<file path="src/rtl/mem_arbiter.sv">
// Two-port round-robin arbiter in front of a single-port data memory; read data returns one cycle after accept.
// Optional lock feature: define MEM_ARB_LOCK_EN to add lock0/lock1 and exclusive ownership.
module mem_arbiter #(
    parameter int ADDR_W = 32,
    parameter int DATA_W = 32
) (
    input  logic              clk,
    input  logic              reset,
    input  logic              req0,
    input  logic              req1,
    input  logic              we0,
    input  logic              we1,
    input  logic [ADDR_W-1:0] addr0,
    input  logic [ADDR_W-1:0] addr1,
    input  logic [DATA_W-1:0] wdata0,
    input  logic [DATA_W-1:0] wdata1,
`ifdef MEM_ARB_LOCK_EN
    input  logic              lock0,
    input  logic              lock1,
`endif
    output logic              gnt0,
    output logic              gnt1,
    output logic              rvalid0,
    output logic              rvalid1,
    output logic [DATA_W-1:0] rdata0,
    output logic [DATA_W-1:0] rdata1,
    output logic              mem_we,
    output logic [ADDR_W-1:0] mem_addr,
    output logic [DATA_W-1:0] mem_din,
    input  logic [DATA_W-1:0] mem_dout
);

    logic              last_reg;
    logic              rpend_reg;
    logic              rsel_reg;
    logic [DATA_W-1:0] rbuf_reg;
    logic              allow0;
    logic              allow1;
    logic              cand0;
    logic              cand1;

`ifdef MEM_ARB_LOCK_EN
    logic locked_reg;
    logic owner_reg;
    logic acc_lock;

    // While locked, only the owner may be granted.
    assign allow0   = !locked_reg || !owner_reg;
    assign allow1   = !locked_reg || owner_reg;
    assign acc_lock = gnt0 ? lock0 : lock1;
`else
    assign allow0 = 1'b1;
    assign allow1 = 1'b1;
`endif

    assign cand0 = req0 && allow0;
    assign cand1 = req1 && allow1;

    always_comb begin
        gnt0 = 1'b0;
        gnt1 = 1'b0;
        if (!reset) begin
            if (cand0 && cand1) begin
                // Tie goes to the port that was not granted last.
                gnt0 = last_reg;
                gnt1 = !last_reg;
            end else begin
                gnt0 = cand0;
                gnt1 = cand1;
            end
        end
    end

    always_comb begin
        mem_we   = 1'b0;
        mem_addr = '0;
        mem_din  = '0;
        if (gnt0) begin
            mem_we   = we0;
            mem_addr = addr0;
            mem_din  = wdata0;
        end else if (gnt1) begin
            mem_we   = we1;
            mem_addr = addr1;
            mem_din  = wdata1;
        end
    end

    always_ff @(posedge clk) begin
        if (reset) begin
            last_reg  <= 1'b1;
            rpend_reg <= 1'b0;
            rsel_reg  <= 1'b0;
            rbuf_reg  <= '0;
`ifdef MEM_ARB_LOCK_EN
            locked_reg <= 1'b0;
            owner_reg  <= 1'b0;
`endif
        end else if (gnt0 || gnt1) begin
            last_reg  <= gnt1;
            rpend_reg <= !mem_we;
            rsel_reg  <= gnt1;
            if (!mem_we) begin
                rbuf_reg <= mem_dout;
            end
`ifdef MEM_ARB_LOCK_EN
            // Any accepted owner transaction without lock releases it.
            locked_reg <= acc_lock;
            if (acc_lock) begin
                owner_reg <= gnt1;
            end
`endif
        end else begin
            rpend_reg <= 1'b0;
        end
    end

    // A response pending across a reset is suppressed, not emitted late.
    assign rvalid0 = !reset && rpend_reg && !rsel_reg;
    assign rvalid1 = !reset && rpend_reg && rsel_reg;
    assign rdata0  = reset ? '0 : rbuf_reg;
    assign rdata1  = reset ? '0 : rbuf_reg;

endmodule
</file>
<file path="config.mk">
export PLATFORM = sky130hd
export DESIGN_NAME = mem_arbiter
export DESIGN_NICKNAME = d
export VERILOG_FILES = /design/src/rtl/mem_arbiter.sv
export SDC_FILE = /design/constraint.sdc
export NUM_CORES = 1
export LEC_CHECK = 0
export CORE_AREA = 8 8 109 111
export CTS_CLUSTER_DIAMETER = 120
export CTS_CLUSTER_SIZE = 40
export DETAILED_ROUTE_END_ITERATION = 7
export DIE_AREA = 0 0 117 119
export DONT_BUFFER_PORTS = 1
export MAX_ROUTING_LAYER = met4
export PLACE_DENSITY_LB_ADDON = 0.1
export SYNTH_ARGS = -nofsm -noshare
export SYNTH_HDL_FRONTEND = slang
export SYNTH_SLANG_ARGS = --single-unit
</file>
<file path="constraint.sdc">
create_clock -name clk -period 2.5 [get_ports clk]
set_clock_uncertainty 0.1 [all_clocks]
set_input_delay 0.25 -clock clk [delete_from_list [all_inputs] [get_ports clk]]
set_output_delay 0.25 -clock clk [all_outputs]
set_load 0.01 [all_outputs]
</file>
* Word-level counts from Yosys, hierarchy flattened
Cells that the tools add are included.
** Word-level totals
- Bits in registers :: 35
- Bits in latches :: 0
- Memory bits (writable) :: 0
- Memory bits (read-only) :: 0
- Input bits :: 166
- Output and inout bits :: 133
- Word-level logic and storage cells :: 28
- Memories kept :: 0
** Operators by class
- Add/sub/neg operators :: 0
- Multipliers :: 0
- Divide/modulo/power cells :: 0
- Order comparisons :: 0
- Equality and inequality tests :: 0
- Shifts and indexed selects :: 0
- Mux-type cells :: 11
- Bitwise operators :: 2
- Reductions and logical operators :: 11
** Operators with widths (count)
- 2-to-1 mux 32 bit :: 5
- 2-to-1 mux 1 bit :: 6
- logical AND 1 bit :: 4
- zero test 1 bit :: 4
- inverter 1 bit :: 2
- AND reduction 2 bit :: 1
- OR reduction 2 bit :: 1
- logical OR 1 bit :: 1

* Longest topological paths before layout
Gate-level depths: netlist of the first run.
- Depth in word-level cells :: 7
- Mapped depth :: 5
- Gate-level depth less buffers :: 3

* Least setup slack after synthesis of the first run
No wires, ideal clock.
- Path kind :: register to output
- Start point :: reg last_reg
- End point :: out mem_addr[0]
- Arrival :: 1.238 ns
- Required time :: 2.150 ns
- Slack :: 0.912 ns
- Cell stages (with the launch flop) :: 6
- Buffers on the path :: 2
- Cells stage by stage :: dfxtp_1 a21bo_2 nor2_1 buf_2 buf_2 a22o_1
** On the way
- Word-level cells in the longest chain between the ends :: 5
- Elaborated cells on any way between the ends :: 7
- Those cells by class :: mux (6); reduce/logical (1)
** RTL lines
- start: declaration :: RTL line 33 : logic last_reg;
- start signal: assignment :: RTL line 100 : last_reg <= gnt1;
- zero test 1 bit :: RTL line 66 : gnt1 = !last_reg;
- 2-to-1 mux 1 bit :: RTL line 63 : if (cand0 && cand1) begin
- 2-to-1 mux 1 bit :: RTL line 62 : if (!reset) begin
- 2-to-1 mux 32 bit :: RTL line 82 : end else if (gnt1) begin
- 2-to-1 mux 32 bit (*) :: RTL line 78 : if (gnt0) begin
- end: declaration :: RTL line 28 : output logic [ADDR_W-1:0] mem_addr,
Mark *: on every way between the ends. The rest lies on a longest branch, timed or not.

* Final worst setup path of the first run
- Start point :: reg last_reg
- End point :: out mem_din[7]
** On the way
- Word-level cells in the longest chain between the ends :: 5
- Elaborated cells on any way between the ends :: 7
- Those cells by class :: mux (6); reduce/logical (1)
** RTL lines
- zero test 1 bit :: RTL line 66
- 2-to-1 mux 1 bit :: RTL line 63
- 2-to-1 mux 1 bit :: RTL line 62
- net gnt1 :: RTL line 22 : output logic gnt1,
- 2-to-1 mux 32 bit :: RTL line 82
- 2-to-1 mux 32 bit :: RTL line 78
- end: declaration :: RTL line 29 : output logic [DATA_W-1:0] mem_din,
The timed path passes the listed nets, and every way through them passes these cells.

==> results of run 1 <==
## cells by family after synthesis
kind of cell | Yosys count | share of synthesized area [%]
simple gates | 73 | 18.3
mux | 32 | 14.4
flops | 35 | 27.9
buf+inv | 57 | 14.9
compound gates | 69 | 24.6
## final cells by class
class | instances | area, um^2 | area share [%]
Clock buffer | 6 | 72.6 | 2.95
Tap cell | 136 | 170 | 6.92
Timing Repair Buffer | 4 | 57.6 | 2.34
Sequential cell | 35 | 701 | 28.5
Multi-Input combinational cell | 174 | 1450 | 59.0
Inverter | 1 | 3.75 | 0.153
Antenna cell | 1 | 2.50 | 0.102
## cells in the mapped netlist, drive strengths merged, types with 2 or more instances
| cell type | count |
|---|---|
| nand2 | 2 |
| nor2b | 66 |
| mux2 | 32 |
| dfxtp | 35 |
| clkbuf | 8 |
| buf | 48 |
| a22o | 65 |
## per-layer routing
layer  up-vias  global-route usage (%)  routed length [um]
li1        828                       -                   -
met2       127                    20.8                4690
met5         -                       -                   0
met1       861                    10.9                3050
met3         7                    3.23                 992
met4         0                    2.72                  78
## final timing paths
check / start / depth (start not counted) / end / slack [ps]
worst max-delay path: last_reg$_SDFFE_PP1P_ / 4 / mem_din[7] / 570
worst min-delay path: req1 / 2 / last_reg$_SDFFE_PP1P_ / 20
worst max register to register: last_reg$_SDFFE_PP1P_ / 4 / rbuf_reg[16]$_SDFFE_PP0P_ / 760
worst min register to register: rsel_reg$_SDFFE_PP0P_ / 2 / rsel_reg$_SDFFE_PP0P_ / 390
## through the flow
step / hold slack [ps] / area, um^2 / power [uW] / std cells
global route: 35.0 / 2460 / 1360 / 357
CTS: 6.38 / 2450 / 1330 / 356
floorplan: 287 / 2510 / 942 / 266
detailed placement: 233 / 2370 / 948 / 349
global placement: 235 / 2370 / 948 / 349
finish: 21.2 / 2460 / 1290 / 357
## power breakdown
part | switching [uW] | internal (uW) | leakage [uW]
logic | 188 | 138 | 0.000617
registers | 7.47 | 597 | 0.000288
clock network | 176 | 185 | 0.0000371
## what timing repair did
action	in CTS	in global routing
hold buffers	1	0
endpoints found under the hold margin	3	0
buffers inserted	0	0
==> flow_metrics.tcl, run 1 <==
set metrics [dict create \
    status "finished, final reports clean" \
    fin_tns_setup_ps 0 \
    crit_type "reg -> out" \
    p_leak_uw 0.000942 \
    tightest_slew_ps 689 \
    drt_iter0_drc 96 \
    ant_nets 0 \
    cts_tree "built" \
    syn-instance-count 266 \
    yosysWarnings 0 \
    die_width_um 117 \
    die_area_um2 13900 \
    viasPerCell 5.11 \
    crit_path_end_kind "output pin" \
    cp_top_family "compound AO/OA/AOI/OAI gates" \
    maxSlewHeadroom_pct 54.0 \
    cts.clk_slew.worst_paths_ps 60 \
    slew_viol_final 0 \
    cts_resized 0 \
    synth-edff-count 0 \
    synthDistinctLibCells 21 \
    rows 37 \
    cts.root.buffer_cell "clkbuf_8" \
    htreeDepth 2 \
    power.density_nw_per_um2 526 \
    area_growth_syn_to_layout_pct -2.09 \
    async_flop_share_pct 0 \
    utilization_pct 24.3 \
    crit_slowest_cell "dfxtp_1" \
    place_hpwl_um 7190 \
    start_util_pct 24.9 \
    netlist.area_leader.share_pct 27.9 \
    rsz0062_at_grt "false" \
    setup_viol 0 \
    via_count 1823 \
    cts_buffers 5 \
    max-clock-path-buffers 2 \
    worstPathMaxFanout 66 \
    grt_pass1_vias 1849 \
    layout_common_cells "a22o_1, nor2b_1, dfxtp_1" \
    synth_flop_cell "dfxtp_1" \
    antenna_found_initial 1 \
    ys_ff_latch 35 \
    core_um2 10100 \
    worstSetupStartpointType "register" \
    drv_cap 0 \
    hold_path_class "in -> reg" \
    crit_buf_inv 1 \
    gp_congestion 0.701 \
    finalHoldViolCount 0 \
    crit_chain "a21bo_2 -> nor2_4 -> buf_12 -> a22o_1" \
    grt_max_degree 70 \
    fin_crit_ps 1930 \
    nets 387 \
    grt_overflow 0 \
    wirelength_um 8810 \
    clock.fmax_mhz 519 \
    synth_area_leader_cell "dfxtp_1" \
    synth_nets 432 \
    ir_worst_vdd_v 0.000248 \
    numPortBuffers 0 \
    pre_cts_ws_ps 754 \
    ys_seq_area_share_pct 27.9 \
    arrival_ps 1580 \
    grt_use_total_pct 11.1 \
    syn_avg_cell_area_um2 9.44 \
    drive_gt1_share_pct 20.5 \
    final.fill_count 1100 \
    grt_pass1_wl_um 11400 \
    synthTopCellsByArea "dfxtp_1, a22o_1, nor2b_1" \
    slowest_delay_ps 330 \
    post_drt_wl_per_cell_um 24.7 \
    netlist_area_um2 2510 \
    finalCritPeriodShare_pct 77.1 \
    cts_sinks 35 \
    largest_reg_flops 32 \
    drc 0 \
    ios 299 \
    worstPathRequired_ps 2150 \
    dieHeight_um 119 \
    fin_ws_ps 573 \
    dr.pass1.iters 4 \
    clk_latency_ps 270 \
]
Power figures use the tool's default switching activity.
==> run 2: changes to the inputs <==
==> constraint.sdc (replaced) <==
create_clock -name clk -period 2 [get_ports clk]
set_clock_uncertainty 0.1 [all_clocks]
set_input_delay 0.2 -clock clk [delete_from_list [all_inputs] [get_ports clk]]
set_output_delay 0.2 -clock clk [all_outputs]
set_load 0.01 [all_outputs]
==> flow_metrics.tcl, run 2 (synthesized netlist as in run 1, its figures left out) <==
set metrics [dict create \
    ir_worst_vdd_v 0.000318 \
    reg2reg_from "last_reg$_SDFFE_PP1P_" \
    whs_path_depth 3 \
    worstPathMaxFanout 66 \
    n_antenna_cell 0 \
    finalHoldViolCount 0 \
    grt_pass1_wl_um 11700 \
    dieHeight_um 119 \
    crit_type "reg -> out" \
    cts_sinks 35 \
    cts_buffers 5 \
    maxSlewHeadroom_pct 64.5 \
    drc 0 \
    grt_overflow 0 \
    ant_nets 0 \
    setup_viol 0 \
    grt_max_degree 70 \
    status "finished, final reports clean" \
    via_count 1853 \
    grt_use_total_pct 11.3 \
    min_from "req0" \
    hold_buffers 2 \
    largest_reg_flops 32 \
    dr.pass1.iters 4 \
    slowest_delay_ps 330 \
    fin_crit_ps 1880 \
    post_drt_wl_per_cell_um 24.7 \
    core_um2 10100 \
    die_width_um 117 \
    die_area_um2 13900 \
    gp_congestion 0.694 \
    clk_latency_ps 270 \
    crit_path_end_kind "output pin" \
    cp_top_family "compound AO/OA/AOI/OAI gates" \
    worstPathRequired_ps 1700 \
    power.density_nw_per_um2 687 \
    tightest_slew_ps 532 \
    p_leak_uw 0.000976 \
    dp.cells 351 \
    wirelength_um 8900 \
    utilization_pct 25.0 \
    max-clock-path-buffers 2 \
    area_growth_syn_to_layout_pct 0.399 \
    numPortBuffers 0 \
    rows 37 \
    start_util_pct 24.9 \
    cts_setup_buffers 0 \
    clock.fmax_mhz 531 \
    hold_path_class "in -> reg" \
    arrival_ps 1580 \
    holdPathEnd "last_reg$_SDFFE_PP1P_" \
    drive_gt1_share_pct 21.8 \
    fin_cells 361 \
    finalCritPeriodShare_pct 94.1 \
    crit_chain "a21bo_2 -> nor2_4 -> buf_12 -> a22o_1" \
    r2r-end "rbuf_reg[12]$_SDFFE_PP0P_" \
    antenna_found_initial 0 \
    drt_iter0_drc 108 \
    nets 390 \
    drv_cap 0 \
    worstSetupStartpointType "register" \
    layout_common_cells "a22o_1, nor2b_1, dfxtp_1" \
    viasPerCell 5.13 \
    fin_ws_ps 117 \
    cts_resized 0 \
    crit_slowest_cell "dfxtp_1" \
    pre_cts_ws_ps 425 \
    ios 299 \
    crit_buf_inv 1 \
    grt_pass1_vias 1924 \
    fin_tns_setup_ps 0 \
    rsz0062_at_grt "false" \
    ff2ff_path_depth 4 \
    slew_viol_final 0 \
    cts.clk_slew.worst_paths_ps 60 \
    place_hpwl_um 7180 \
    cts_tree "built" \
    htreeDepth 2 \
    worst-r2r-setup-slack_ps 430 \
    cts.root.buffer_cell "clkbuf_8" \
]
-- run 2: cell types whose count changed in the layout (fill, tap and decap cells not counted), sizes merged --
cell | previous run | this run
buf | 3 | 5
clkbuf | 6 | 8
diode | 1 | 0
dlygate4sd3 | 1 | 2
-- run 2: final cells by class --
type / count / area (um^2)
Fill cell: 1085 / 7570
Sequential cell: 35 / 701
Timing Repair Buffer: 7 / 95.1
Inverter: 1 / 3.75
Tap cell: 136 / 170
Multi-Input combinational cell: 174 / 1450
Clock buffer: 8 / 100
-- run 2: metrics by stage --
step | power, uW | hold WS [ps] | instance area [um^2]
detailed placement | 1190 | 187 | 2400
finish | 1730 | 19.4 | 2520
CTS | 1780 | 5.03 | 2520
floorplan | 1180 | 237 | 2510
global route | 1830 | 24.7 | 2520
global placement | 1190 | 179 | 2400
-- run 2: where the power goes --
part	switching, uW	internal [uW]	total, uW
combinational	238	180	417
clock	243	314	557
sequential	9.53	746	756
total	490	1240	1730
-- run 2: worst min-delay path: cells and delay by family --
family	cells	cell delay, ps
compound gates	1	60
simple gates	2	80
-- run 2: metal layers --
layer  vias up  part of all wire [%]  routed length, um  track usage [%]
li1        835                     -                  -                -
met1       877                    35               3120             11.6
met2       131                    53               4690             20.6
met3        10                    11                982             2.93
met4         0                   1.1                102             2.96
met5         -                     0                  0                -
-- run 2: how the worst max path moves through the flow --
stage / endpoint / slack (ps) / cells after the start / start
final: mem_din[6] / 120 / 4 / last_reg$_SDFFE_PP1P_
after global routing: mem_din[6] / 40 / 4 / last_reg$_SDFFE_PP1P_
after detailed placement: mem_din[6] / 430 / 4 / last_reg$_SDFFE_PP1P_
after CTS: mem_din[6] / 110 / 4 / last_reg$_SDFFE_PP1P_
after global placement: mem_din[6] / 430 / 4 / last_reg$_SDFFE_PP1P_
after floorplan: mem_addr[0] / 460 / 5 / last_reg$_SDFFE_PP1P_
==> run 3: changes to the inputs <==
--- a/config.mk
+++ b/config.mk
@@ -12,7 +12,7 @@
 export DIE_AREA = 0 0 117 119
 export DONT_BUFFER_PORTS = 1
 export MAX_ROUTING_LAYER = met4
-export PLACE_DENSITY_LB_ADDON = 0.1
+export PLACE_DENSITY = 0.37
 export SYNTH_ARGS = -nofsm -noshare
 export SYNTH_HDL_FRONTEND = slang
 export SYNTH_SLANG_ARGS = --single-unit
==> flow_metrics.tcl, run 3 (synthesized netlist as in run 1, its figures left out) <==
set metrics [dict create \
    fin_tns_setup_ps 0 \
    grt_overflow 0 \
    sequentialPowerShare_pct 46.2 \
    dr.pass1.iters 4 \
    crit_path_end "mem_din[0]" \
    numPortBuffers 0 \
    ff2ff_path_depth 4 \
    drive_gt1_share_pct 20.7 \
    crit_chain "a21bo_2 -> nor2_4 -> buf_12 -> a22o_1" \
    layout_common_cells "a22o_1, nor2b_1, dfxtp_1" \
    core_um2 10100 \
    worstPathMaxFanout 66 \
    clk_latency_ps 270 \
    gp_congestion 0.735 \
    via_count 1867 \
    grt_pass1_vias 1864 \
    rows 37 \
    crit_path_end_kind "output pin" \
    cp.depth 4 \
    dp.cells 349 \
    die_area_um2 13900 \
    cts.clk_slew.worst_paths_ps 70 \
    postPlaceCellArea_um2 2380 \
    start_util_pct 24.9 \
    finalHoldViolCount 0 \
    cts.root.buffer_cell "clkbuf_8" \
    rsz0062_at_grt "false" \
    reg2reg_from "last_reg$_SDFFE_PP1P_" \
    drc 0 \
    worstPathRequired_ps 1700 \
    register_area_um2 701 \
    hold_path_class "in -> reg" \
    grt_use_total_pct 11.1 \
    utilization_pct 24.6 \
    status "finished, final reports clean" \
    grt_max_degree 70 \
    clkPwrFrac_pct 28.5 \
    sw_frac_of_total_pct 29.2 \
    drv_cap 0 \
    slowest_delay_ps 340 \
    multi_input_area_um2 1450 \
    cp-startpoint "last_reg$_SDFFE_PP1P_" \
    nets 389 \
    pre_cts_ws_ps 332 \
    area_growth_syn_to_layout_pct -0.897 \
    antenna_found_initial 1 \
    wirelength_um 8850 \
    cp_top_family "compound AO/OA/AOI/OAI gates" \
    post_drt_wl_per_cell_um 24.7 \
    cts_resized 0 \
    worst-r2r-setup-slack_ps 430 \
    fin_cells 359 \
    fin_area_um2 2490 \
    power.density_nw_per_um2 657 \
    place_hpwl_um 7230 \
    crit_slowest_cell "dfxtp_1" \
    clock.fmax_mhz 541 \
    cts_tree "built" \
    p_int_uw 1160 \
    ios 299 \
    p_leak_uw 0.000955 \
    finalCritPeriodShare_pct 92.4 \
    tightest_slew_ps 573 \
    ir_worst_vdd_v 0.000415 \
    power_frac_comb_pct 25.2 \
    switching_power_uw 477 \
    setup_viol 0 \
    fin_crit_ps 1850 \
    worstSetupStartpointType "register" \
    crit_buf_inv 1 \
    largest_reg_flops 32 \
    drt_iter0_drc 81 \
    r2r-end "rbuf_reg[15]$_SDFFE_PP0P_" \
    arrival_ps 1550 \
    slew_viol_final 0 \
    die_width_um 117 \
    viasPerCell 5.20 \
    cts_sinks 35 \
    htreeDepth 2 \
    final.fill_count 1071 \
    max-clock-path-buffers 2 \
    crit_type "reg -> out" \
    cts_buffers 5 \
    dieHeight_um 119 \
    grt_pass1_wl_um 11500 \
    maxSlewHeadroom_pct 61.7 \
    ant_nets 0 \
    fin_ws_ps 152 \
]
==> run 3: changes by cell type in the layout (fill, tap and decap cells not counted), sizes merged <==
cell / before / now
clkbuf: 8 / 6
buf: 5 / 4
diode: 0 / 1
==> run 3: area by class of cell <==
class                   count  area share (%)
well taps                 136            6.84
flip-flops and latches     35            28.2
repair buffers              6            3.52
inverters                   1           0.151
diodes                      1           0.101
multi-input cells         174            58.3
clock buffers               6            2.92
==> run 3: tightest hold or removal path, stage by stage <==
cell and delay (ps):
nand2_1 30, o21ai_0 60, nand2b_1 50
==> run 3: worst min-delay path by stage <==
stage | slack [ps] | to | cells after the start | start
CTS | 9 | last_reg$_SDFFE_PP1P_ | 3 | req0
detailed placement | 180 | rsel_reg$_SDFFE_PP0P_ | 1 | reset
floorplan | 240 | last_reg$_SDFFE_PP1P_ | 2 | req1
finish | 20 | last_reg$_SDFFE_PP1P_ | 3 | req0
global placement | 180 | rsel_reg$_SDFFE_PP0P_ | 1 | reset
global route | 10 | last_reg$_SDFFE_PP1P_ | 3 | req0
==> run 3: power by group through the flow <==
stage / Sequential (uW) / Combinational [uW] / Clock, uW
CTS: 756 / 420 / 499
finish: 756 / 412 / 467
global route: 760 / 444 / 518
detailed placement: 772 / 415 / 0
global placement: 771 / 414 / 0
floorplan: 769 / 408 / 0
==> run 3: what timing repair did <==
action / CTS / global route
endpoints found under the setup margin: 0 / 27
hold buffers: 2 / 0
buffers inserted: 0 / 1
endpoints found under the hold margin: 3 / 0
==> run 3: layer usage <==
layer | GRT usage, % | up-vias | part of all wire (%)
met4 | 3.52 | 0 | 1.4
li1 | - | 829 | -
met1 | 10.9 | 884 | 35
met3 | 3.49 | 8 | 11
met5 | - | - | 0
met2 | 20.2 | 146 | 53
==> run 3: per-stage QoR <==
stage | hold WS [ps] | power (uW)
2_1_floorplan | 237 | 1180
3_3_place_gp | 180 | 1190
3_5_place_dp | 178 | 1190
4_1_cts | 9.43 | 1670
5_1_grt | 12.2 | 1720
6_report | 19.2 | 1640
